### config.mk
export PLATFORM = sky130hd
export DESIGN_NAME = de0_step_clock_gen
export DESIGN_NICKNAME = d
export VERILOG_FILES = /design/src/rtl/de0_step_clock_gen.sv
export SDC_FILE = /design/constraint.sdc
export NUM_CORES = 1
export LEC_CHECK = 0
export CORE_MARGIN = 4
export CORE_UTILIZATION = 60
export DETAILED_ROUTE_END_ITERATION = 10
export GPL_TIMING_DRIVEN = 0
export HOLD_SLACK_MARGIN = 0.15
export PLACE_DENSITY = 0.81
export SETUP_SLACK_MARGIN = 0.1
export SLEW_MARGIN = 15
export SYNTH_ARGS = -nofsm -noshare
export SYNTH_HDL_FRONTEND = slang
export SYNTH_SLANG_ARGS = --single-unit
export TNS_END_PERCENT = 30
### constraint.sdc
create_clock -name clock -period 6.13 [get_ports clock]
set_input_delay 1.226 -clock clock [delete_from_list [all_inputs] [get_ports clock]]
set_output_delay 1.226 -clock clock [all_outputs]
set_load 0.01 [all_outputs]
### src/rtl/de0_step_clock_gen.sv
// Slow datapath clock for the DE0 harness: one clean pulse per debounced button
// press, or a free-running clock whose half-period is BASE_DIV << div_sel.
module de0_step_clock_gen #(
  parameter int DEBOUNCE_CYCLES = 500000,
  parameter int PULSE_CYCLES    = 4,
  parameter int BASE_DIV        = 25000
) (
  input  logic        clock,
  input  logic        reset,
  input  logic        step_btn_n,
  input  logic        run_mode,
  input  logic [3:0]  div_sel,
  output logic        dp_clock,
  output logic        dp_clock_rise,
  output logic [15:0] cycle_count,
  output logic        busy
);

  localparam int DBW = $clog2(DEBOUNCE_CYCLES + 1);
  localparam logic [DBW-1:0] DB_LAST    = DBW'(DEBOUNCE_CYCLES - 1);
  localparam logic [19:0]    PULSE_LOAD = 20'(PULSE_CYCLES - 1);

  typedef enum logic [2:0] {IDLE, STEP_HI, STEP_LO, RUN_HI, RUN_LO} state_t;

  state_t           state, state_nx;
  logic [19:0]      phase, phase_nx;
  logic [1:0]       btn_sync, run_sync;
  logic             btn_s, run_s;
  logic             btn_db, press;
  logic [DBW-1:0]   db_cnt;
  logic [35:0]      run_len;
  logic [19:0]      run_load;
  logic             clk_nx, rise_nx;

  assign btn_s = btn_sync[1];
  assign run_s = run_sync[1];

  always_ff @(posedge clock or negedge reset) begin
    if (!reset) begin
      btn_sync <= 2'b11;
      run_sync <= 2'b00;
    end else begin
      btn_sync <= {btn_sync[0], step_btn_n};
      run_sync <= {run_sync[0], run_mode};
    end
  end

  // press is registered on the same edge the debounced level falls
  always_ff @(posedge clock or negedge reset) begin
    if (!reset) begin
      db_cnt <= '0;
      btn_db <= 1'b1;
      press  <= 1'b0;
    end else begin
      press <= 1'b0;
      if (btn_s == btn_db) begin
        db_cnt <= '0;
      end else if (db_cnt == DB_LAST) begin
        db_cnt <= '0;
        btn_db <= btn_s;
        press  <= btn_db;
      end else begin
        db_cnt <= db_cnt + DBW'(1);
      end
    end
  end

  // Half-periods too long for the 20-bit phase counter saturate at its maximum.
  assign run_len  = 36'(BASE_DIV) << div_sel;
  assign run_load = (run_len > 36'h100000) ? 20'hFFFFF : 20'(run_len - 36'd1);

  always_comb begin
    state_nx = state;
    phase_nx = phase;
    unique case (state)
      IDLE: begin
        if (run_s) begin
          state_nx = RUN_HI;
          phase_nx = run_load;
        end else if (press) begin
          state_nx = STEP_HI;
          phase_nx = PULSE_LOAD;
        end
      end
      STEP_HI: begin
        if (phase == '0) begin
          state_nx = STEP_LO;
          phase_nx = PULSE_LOAD;
        end else phase_nx = phase - 20'd1;
      end
      STEP_LO: begin
        if (phase == '0) state_nx = IDLE;
        else             phase_nx = phase - 20'd1;
      end
      RUN_HI: begin
        if (phase == '0) begin
          state_nx = RUN_LO;
          phase_nx = run_load;
        end else phase_nx = phase - 20'd1;
      end
      RUN_LO: begin
        if (phase == '0) begin
          if (run_s) begin
            state_nx = RUN_HI;
            phase_nx = run_load;
          end else state_nx = IDLE;
        end else phase_nx = phase - 20'd1;
      end
      default: state_nx = IDLE;
    endcase
  end

  // Outputs are decoded from the next state and registered, so dp_clock is glitch-free.
  assign clk_nx  = (state_nx == STEP_HI) || (state_nx == RUN_HI);
  assign rise_nx = clk_nx & ~dp_clock;

  always_ff @(posedge clock or negedge reset) begin
    if (!reset) begin
      state         <= IDLE;
      phase         <= '0;
      dp_clock      <= 1'b0;
      dp_clock_rise <= 1'b0;
      cycle_count   <= '0;
      busy          <= 1'b0;
    end else begin
      state         <= state_nx;
      phase         <= phase_nx;
      dp_clock      <= clk_nx;
      dp_clock_rise <= rise_nx;
      cycle_count   <= cycle_count + {15'd0, rise_nx};
      busy          <= (state_nx == STEP_HI) || (state_nx == STEP_LO);
    end
  end

endmodule

==> results by group, run 1 <==
GRT
  • Gr ovfl total: 0
  • Largest net degree at the start of global routing: between 60 and 70
  • Vias in the first global route: between 3000 and 4000
  • Global-route wire length before repair: about 17000 um
  • Total GRT Usage: about 26%
  • Antenna violations before repair: 0

Synth
  • Mapped Cells: 472
  • EDFF count, synth: 0
  • Yosys top cell area share: 37.7%
  • Most numerous cell in the Yosys netlist: dfrtp_1
  • Syn_area_per_cell: 8.99 sq um
  • Synth Flop Type: dfrtp_1
  • Yosys reg bits: 67
  • FFs w/ async S/R, synth: between 90% and 100%
  • Post-synth net total: ~490
  • Syn. warnings: 0
  • Commonest cells in the netlist: 64 x dfrtp_1, 55 x nor2_1, 39 x o21ai_0
  • Mapped Area: between 4000 and 5000 sq um
  • Largest cells by area after synthesis: dfrtp_1 38%, nor2_1 4.9%, o21ai_0 4.6%, xnor2_1 3.7%, ha_1 3.5%
  • Synth area leader: dfrtp_1
  • Synth unique cells: roughly 70
  • Sequential share of the synthesized area: around two fifths

CTS
  • CTS sink cnt: between 60 and 70
  • Clock Pin Slew Worst Setup and Hold Paths: around 0.08 ns
  • H-tree depth: 3
  • CTS Buf Count: 9
  • Root buf cell: clkbuf_8
  • CTS tree: done
  • Latest clock arrival within the worst-skew pair: approximately 0.36 ns
  • Hold buffer count at cts: 0
  • CTS max path bufs: 2
  • Postcts setup bufs: 0
  • # resized after CTS: 0

Route
  • Drt total wl: 10200 um
  • DRC viols: 0
  • Via density: between 6 and 7
  • Via count: approximately 3800
  • Post-DR wirelength/cell: 16.8 um
  • Initial DRC Count: between 300 and 400
  • DRT Pass-1 Iters: 5
  • Post-DRT Antenna Nets: 0

Floorplanning
  • Initial core utilization: just over 60%
  • Core box area: roughly 6800 sq um
  • Vert. Die Dim: just over 90 um
  • Die area: 8490 sq um
  • Row cnt: 30
  • Die span in x: between 90 and 100 um
  • IO Count: 27

Timing
  • Highest clock rate: 0.240 GHz
  • Fin. max-slew vios: 0
  • Total negative slack: 0 ns
  • RSZ-0062 raised after global routing: no
  • Tmin final: 4.17 ns
  • Final setup fails: 0
  • Final hold vios: 0
  • Slew @ Worst Pin: between 0.7 and 0.8 ns
  • Crit share post-route: just under 70%
  • Final worst slack: about 2.0 ns
  • Slew Limit Headroom: between 50% and 60%
  • Clock skew after layout: around 0.011 ns

Layout
  • Share of cells above drive strength 1: under 10%
  • Sequential Area: between 1500 and 2000 sq um
  • Antenna diode count: 0
  • Core Util, Final: a little under three quarters
  • Final #Nets: around 530
  • P&R area growth vs syn: 14.3%
  • Fillers: 546
  • Fin cells: roughly 610
  • Multi-input gate area: about 2400 sq um

Run
  • Maxcap violations: 0

Hold path
  • Hold Path Origin: btn_sync[0]$_DFF_PN1_
  • Worst Hold Class: register to register

Outcome
  • Status: finished, final reports clean

Place
  • Number of port buffers: 25
  • HPWL after DPL: around 7000 um
  • Gpl congestion: approximately 0.95
  • Pre-CTS WS: roughly 1.6 ns
  • Placed insts: ~590

Setup path
  • Setup CP Type: primary input to register
  • CP startpoint: div_sel[0]
  • Crit Path Max Fanout: 10
  • Worst r2r src: phase[0]$_DFFE_PN0P_
  • Critical Path Start Type: primary input
  • Crit path DAT: around 4.4 ns
  • Crit path capture type: register
  • Data required, critical path: 6.37 ns

Power and ir drop
  • Leak: roughly 2 nW
  • Worst vdd ir: about 150 uV
  • Power density over the cells: 299 nW/um^2
-- sequential cells by signal (all words and copies together), names as in the netlist --
register / flops
press: 1
cycle_count: 16
state: 3
phase: 20
btn_db: 1
dp_clock_rise: 1
btn_sync: 2
run_sync: 2
db_cnt: 19
dp_clock: 1
busy: 1
-- power by group --
part	switching [W]	internal [W]	leakage (nW)
registers	0.000107	0.000527	0.847
clock network	0.000183	0.000227	0.102
logic	0.000218	0.000187	1.05
-- worst max-delay path, cell delays in order --
cell and delay (ns):
clkdlybuf4s50_1 0.51, clkbuf_1 0.33, inv_1 0.14, ha_1 0.23, clkbuf_1 0.24, nand2_1 0.15, ha_1 0.26, or4b_2 0.61
nand2_1 0.09, a21oi_1 0.07, o21ai_0 0.18, o32ai_1 0.12, a22o_1 0.27
-- per-layer routing --
layer  track usage (%)  vias up  routed length [um]
li1                  -     1805                   -
met2              40.6      182                4750
met4              10.4        0                 200
met3              4.35       24                 677
met5                 0        -                   0
met1              35.1     1783                4590
-- placed cells by master, fill, tap and decap left out, types with 6 or more instances in the layout --
| cell type | Yosys | routed |
|---|---|---|
| nand2b_1 | 7 | 7 |
| clkbuf_8 | 0 | 9 |
| dfrtp_1 | 64 | 64 |
| o22ai_1 | 7 | 7 |
| inv_1 | 9 | 9 |
| a22o_1 | 6 | 6 |
| clkdlybuf4s50_1 | 0 | 24 |
| clkbuf_1 | 13 | 13 |
| a21oi_1 | 25 | 25 |
| nand4_1 | 11 | 11 |
| o21ai_0 | 39 | 39 |
| nand2_1 | 36 | 36 |
| xnor2_1 | 18 | 18 |
| and3_1 | 7 | 7 |
| and2_1 | 6 | 6 |
| xor2_1 | 14 | 14 |
| nor2_1 | 55 | 55 |
| nor2b_1 | 8 | 8 |
| nor3_1 | 18 | 18 |
| nand3_1 | 16 | 16 |
| ha_1 | 12 | 12 |
-- per-stage QoR --
step,power [W],hold slack (ns),instance area [sq um]
CTS,0.00145,0.360,4850
global route,0.00153,0.365,4850
floorplan,0.000890,0.331,4250
global placement,0.00102,0.334,4620
detailed placement,0.00104,0.347,4640
finish,0.00145,0.358,4850
-- layout make-up --
cell class                      instances  area share, %
Multi-Input combinational cell        374           49.5
Sequential cell                        67           34.6
Timing Repair Buffer                   26           5.67
Buffer                                 22           2.63
Clock buffer                            9           2.55
Tap cell                               96           2.47
Clock inverter                          6           1.83
Inverter                                9          0.696
-- worst paths after layout --
check                           slack, ns                        end  cells past startpoint
min in group asynchronous            0.69       phase[5]$_DFFE_PN0P_                      1
worst max register to register       2.23  cycle_count[14]$_DFF_PN0_                     16
worst min register to register       0.36      btn_sync[1]$_DFF_PN1_                      0
worst max-delay path                 1.96       phase[9]$_DFFE_PN0P_                     13
max in group asynchronous            4.87      btn_sync[0]$_DFF_PN1_                      2
worst min-delay path                 0.36      btn_sync[1]$_DFF_PN1_                      0
-- cells by family after synthesis --
logic type | share of synthesized area (%)
multiplexers | 0.766
XOR/XNOR | 6.60
flip-flops | 39.6
buffers and inverters | 3.80
AO/OA/AOI/OAI | 19.8
AND/OR/NAND/NOR | 25.9
adder cells (fa/ha/maj) | 3.54
Power figures use the tool's default switching activity.
==> run 2, diff against run 1 <==
==> constraint.sdc (replaced) <==
create_clock -name clock -period 4.2 [get_ports clock]
set_input_delay 0.84 -clock clock [delete_from_list [all_inputs] [get_ports clock]]
set_output_delay 0.84 -clock clock [all_outputs]
set_load 0.01 [all_outputs]
==> results by group, run 2 (synthesized netlist as in run 1, its figures left out) <==
Outcome
  • Status: finished, final reports clean

GRT
  • Total GRT Usage: roughly 26%
  • Vias in the first global route: between 3000 and 4000
  • Antenna violations before repair: 0
  • Largest net degree at the start of global routing: 61
  • Global-route wire length before repair: ~17000 um
  • Gr ovfl total: 0

Setup path
  • Worst r2r src: phase[0]$_DFFE_PN0P_
  • Cell with the largest stage delay on the worst path: or4b_2
  • FF-to-FF setup slack: approximately 0.45 ns
  • Crit path DAT: between 4 and 5 ns
  • Worst path cell trace: clkdlybuf4s50_1 -> clkbuf_1 -> inv_1 -> ha_1 -> clkbuf_1 -> nand2_1 -> ha_1 -> or4b_2 -> nand2_1 -> a21oi_1 -> o21ai_0 -> o32ai_1 -> a22o_1
  • Slowest cell delay on critical path: 0.61 ns
  • Data required, critical path: 4.44 ns
  • Critical Path Start Type: primary input
  • Crit path capture type: register
  • Worst reg-to-reg path cell count: 16
  • Delay-heaviest family, CP: buffers and inverters
  • R2r endpoint: cycle_count[14]$_DFF_PN0_
  • Setup CP Type: primary input to register
  • Crit Path Max Fanout: 10
  • WP buf/inv: 4

Layout
  • Top Registers: phase (20), db_cnt (19), cycle_count (16)
  • Largest register FFs: 20
  • Commonest non-fill, non-tap cell in the layout: dfrtp_1
  • Commonest non-fill, non-tap cells in the layout: 64 x dfrtp_1, 55 x nor2_1, 38 x o21ai_0, 36 x nand2_1, 25 x a21oi_1
  • P&R area growth vs syn: 14.5%
  • Final #Nets: 530
  • Share of cells above drive strength 1: between 9 and 10%
  • Antenna diode count: 0
  • Largest Register: phase
  • Core Util, Final: between 70% and 80%

CTS
  • H-tree depth: 3
  • CTS max path bufs: 2
  • Clock Pin Slew Worst Setup and Hold Paths: ~0.080 ns
  • CTS Buf Count: 9
  • Root buf cell: clkbuf_8
  • CTS tree: done
  • CTS sink cnt: 67
  • Latest clock arrival within the worst-skew pair: approximately 0.35 ns
  • Hold buffer count at cts: 0

Timing
  • Slew Limit Headroom: between 50% and 60%
  • Final hold vios: 0
  • Tmin final: about 3.8 ns
  • Total negative slack: 0 ns
  • Highest clock rate: between 0.2 and 0.3 GHz
  • Final worst slack: around 0.41 ns
  • Clock skew after layout: 0.0113 ns
  • RSZ-0062 raised after global routing: no
  • Final setup fails: 0
  • Slew @ Worst Pin: 0.701 ns
  • Crit share post-route: about nine tenths
  • Hold Slack: 0.303 ns
  • Fin. max-slew vios: 0

Place
  • Pre-CTS WS: roughly 0.1 ns
  • Gpl congestion: around 0.95
  • Number of port buffers: 25
  • HPWL after DPL: slightly above 7000 um

Power and ir drop
  • Power density over the cells: 436 nW/um^2
  • Worst vdd ir: roughly 210 uV
  • Leak: roughly 2 nW

Floorplanning
  • Core box area: about 6800 sq um
  • Initial core utilization: between 60 and 70%
  • Die area: between 8000 and 9000 sq um
  • Row cnt: 30
  • Vert. Die Dim: 92.1 um
  • Die span in x: around 92 um
  • IO Count: 27

Route
  • Post-DR wirelength/cell: 16.9 um
  • Via count: ~3800
  • DRC viols: 0
  • Initial DRC Count: a little over 300
  • Drt total wl: approximately 10000 um
  • Via density: roughly 6.2
  • DRT Pass-1 Iters: 5
  • Post-DRT Antenna Nets: 0

Run
  • Maxcap violations: 0

Hold path
  • Worst Hold Class: primary input to asynchronous set/reset pin
[run 2: where the power goes]
part	switching, W	internal, W
Combinational	0.000319	0.000275
Sequential	0.000157	0.000769
Clock	0.000268	0.000332
[run 2: per-layer routing]
layer | GRT usage [%] | wire length, um | up-vias | part of all wire (%)
li1 | - | - | 1812 | -
met1 | 35.1 | 4610 | 1783 | 45
met2 | 40.6 | 4750 | 184 | 46
met3 | 4.35 | 749 | 18 | 7.3
met4 | 10.4 | 194 | 0 | 1.9
met5 | 0 | 0 | - | 0
[run 2: timing repair]
| item | 4_1_cts | 5_1_grt |
|---|---|---|
| gates resized for setup | 0 | 1 |
| setup buffers | 0 | 1 |
| hold endpoints to repair | 0 | 0 |
| endpoints found under the setup margin | 0 | 3 |
[run 2: final cells by class]
class,count,area (sq um)
Buffer,22,128
Clock buffer,9,124
Clock inverter,6,88.8
Fill cell,547,1970
Inverter,9,33.8
Multi-Input combinational cell,374,2400
Sequential cell,67,1680
Tap cell,96,120
Timing Repair Buffer,27,283
[run 2: per-stage QoR]
stage          area, sq um  std cells  total power [W]
2_1_floorplan         4250        472          0.00130
3_3_place_gp          4620        593          0.00149
3_5_place_dp          4640        594          0.00151
4_1_cts               4850        609          0.00211
5_1_grt               4860        610          0.00223
6_report              4860        610          0.00212
[run 2: how the worst max path moves through the flow]
stage                         startpoint                        end  slack (ns)  cells after the start
finish                        div_sel[0]       phase[9]$_DFFE_PN0P_        0.41                     13
global placement                   reset        db_cnt[4]$_DFF_PN0_        0.11                      1
detailed placement            div_sel[0]       phase[9]$_DFFE_PN0P_        0.10                     13
CTS                 phase[0]$_DFFE_PN0P_  cycle_count[14]$_DFF_PN0_        0.34                     16
floorplan           phase[0]$_DFFE_PN0P_  cycle_count[14]$_DFF_PN0_        1.01                     16
global route        phase[1]$_DFFE_PN0P_  cycle_count[12]$_DFF_PN0_        0.16                     16
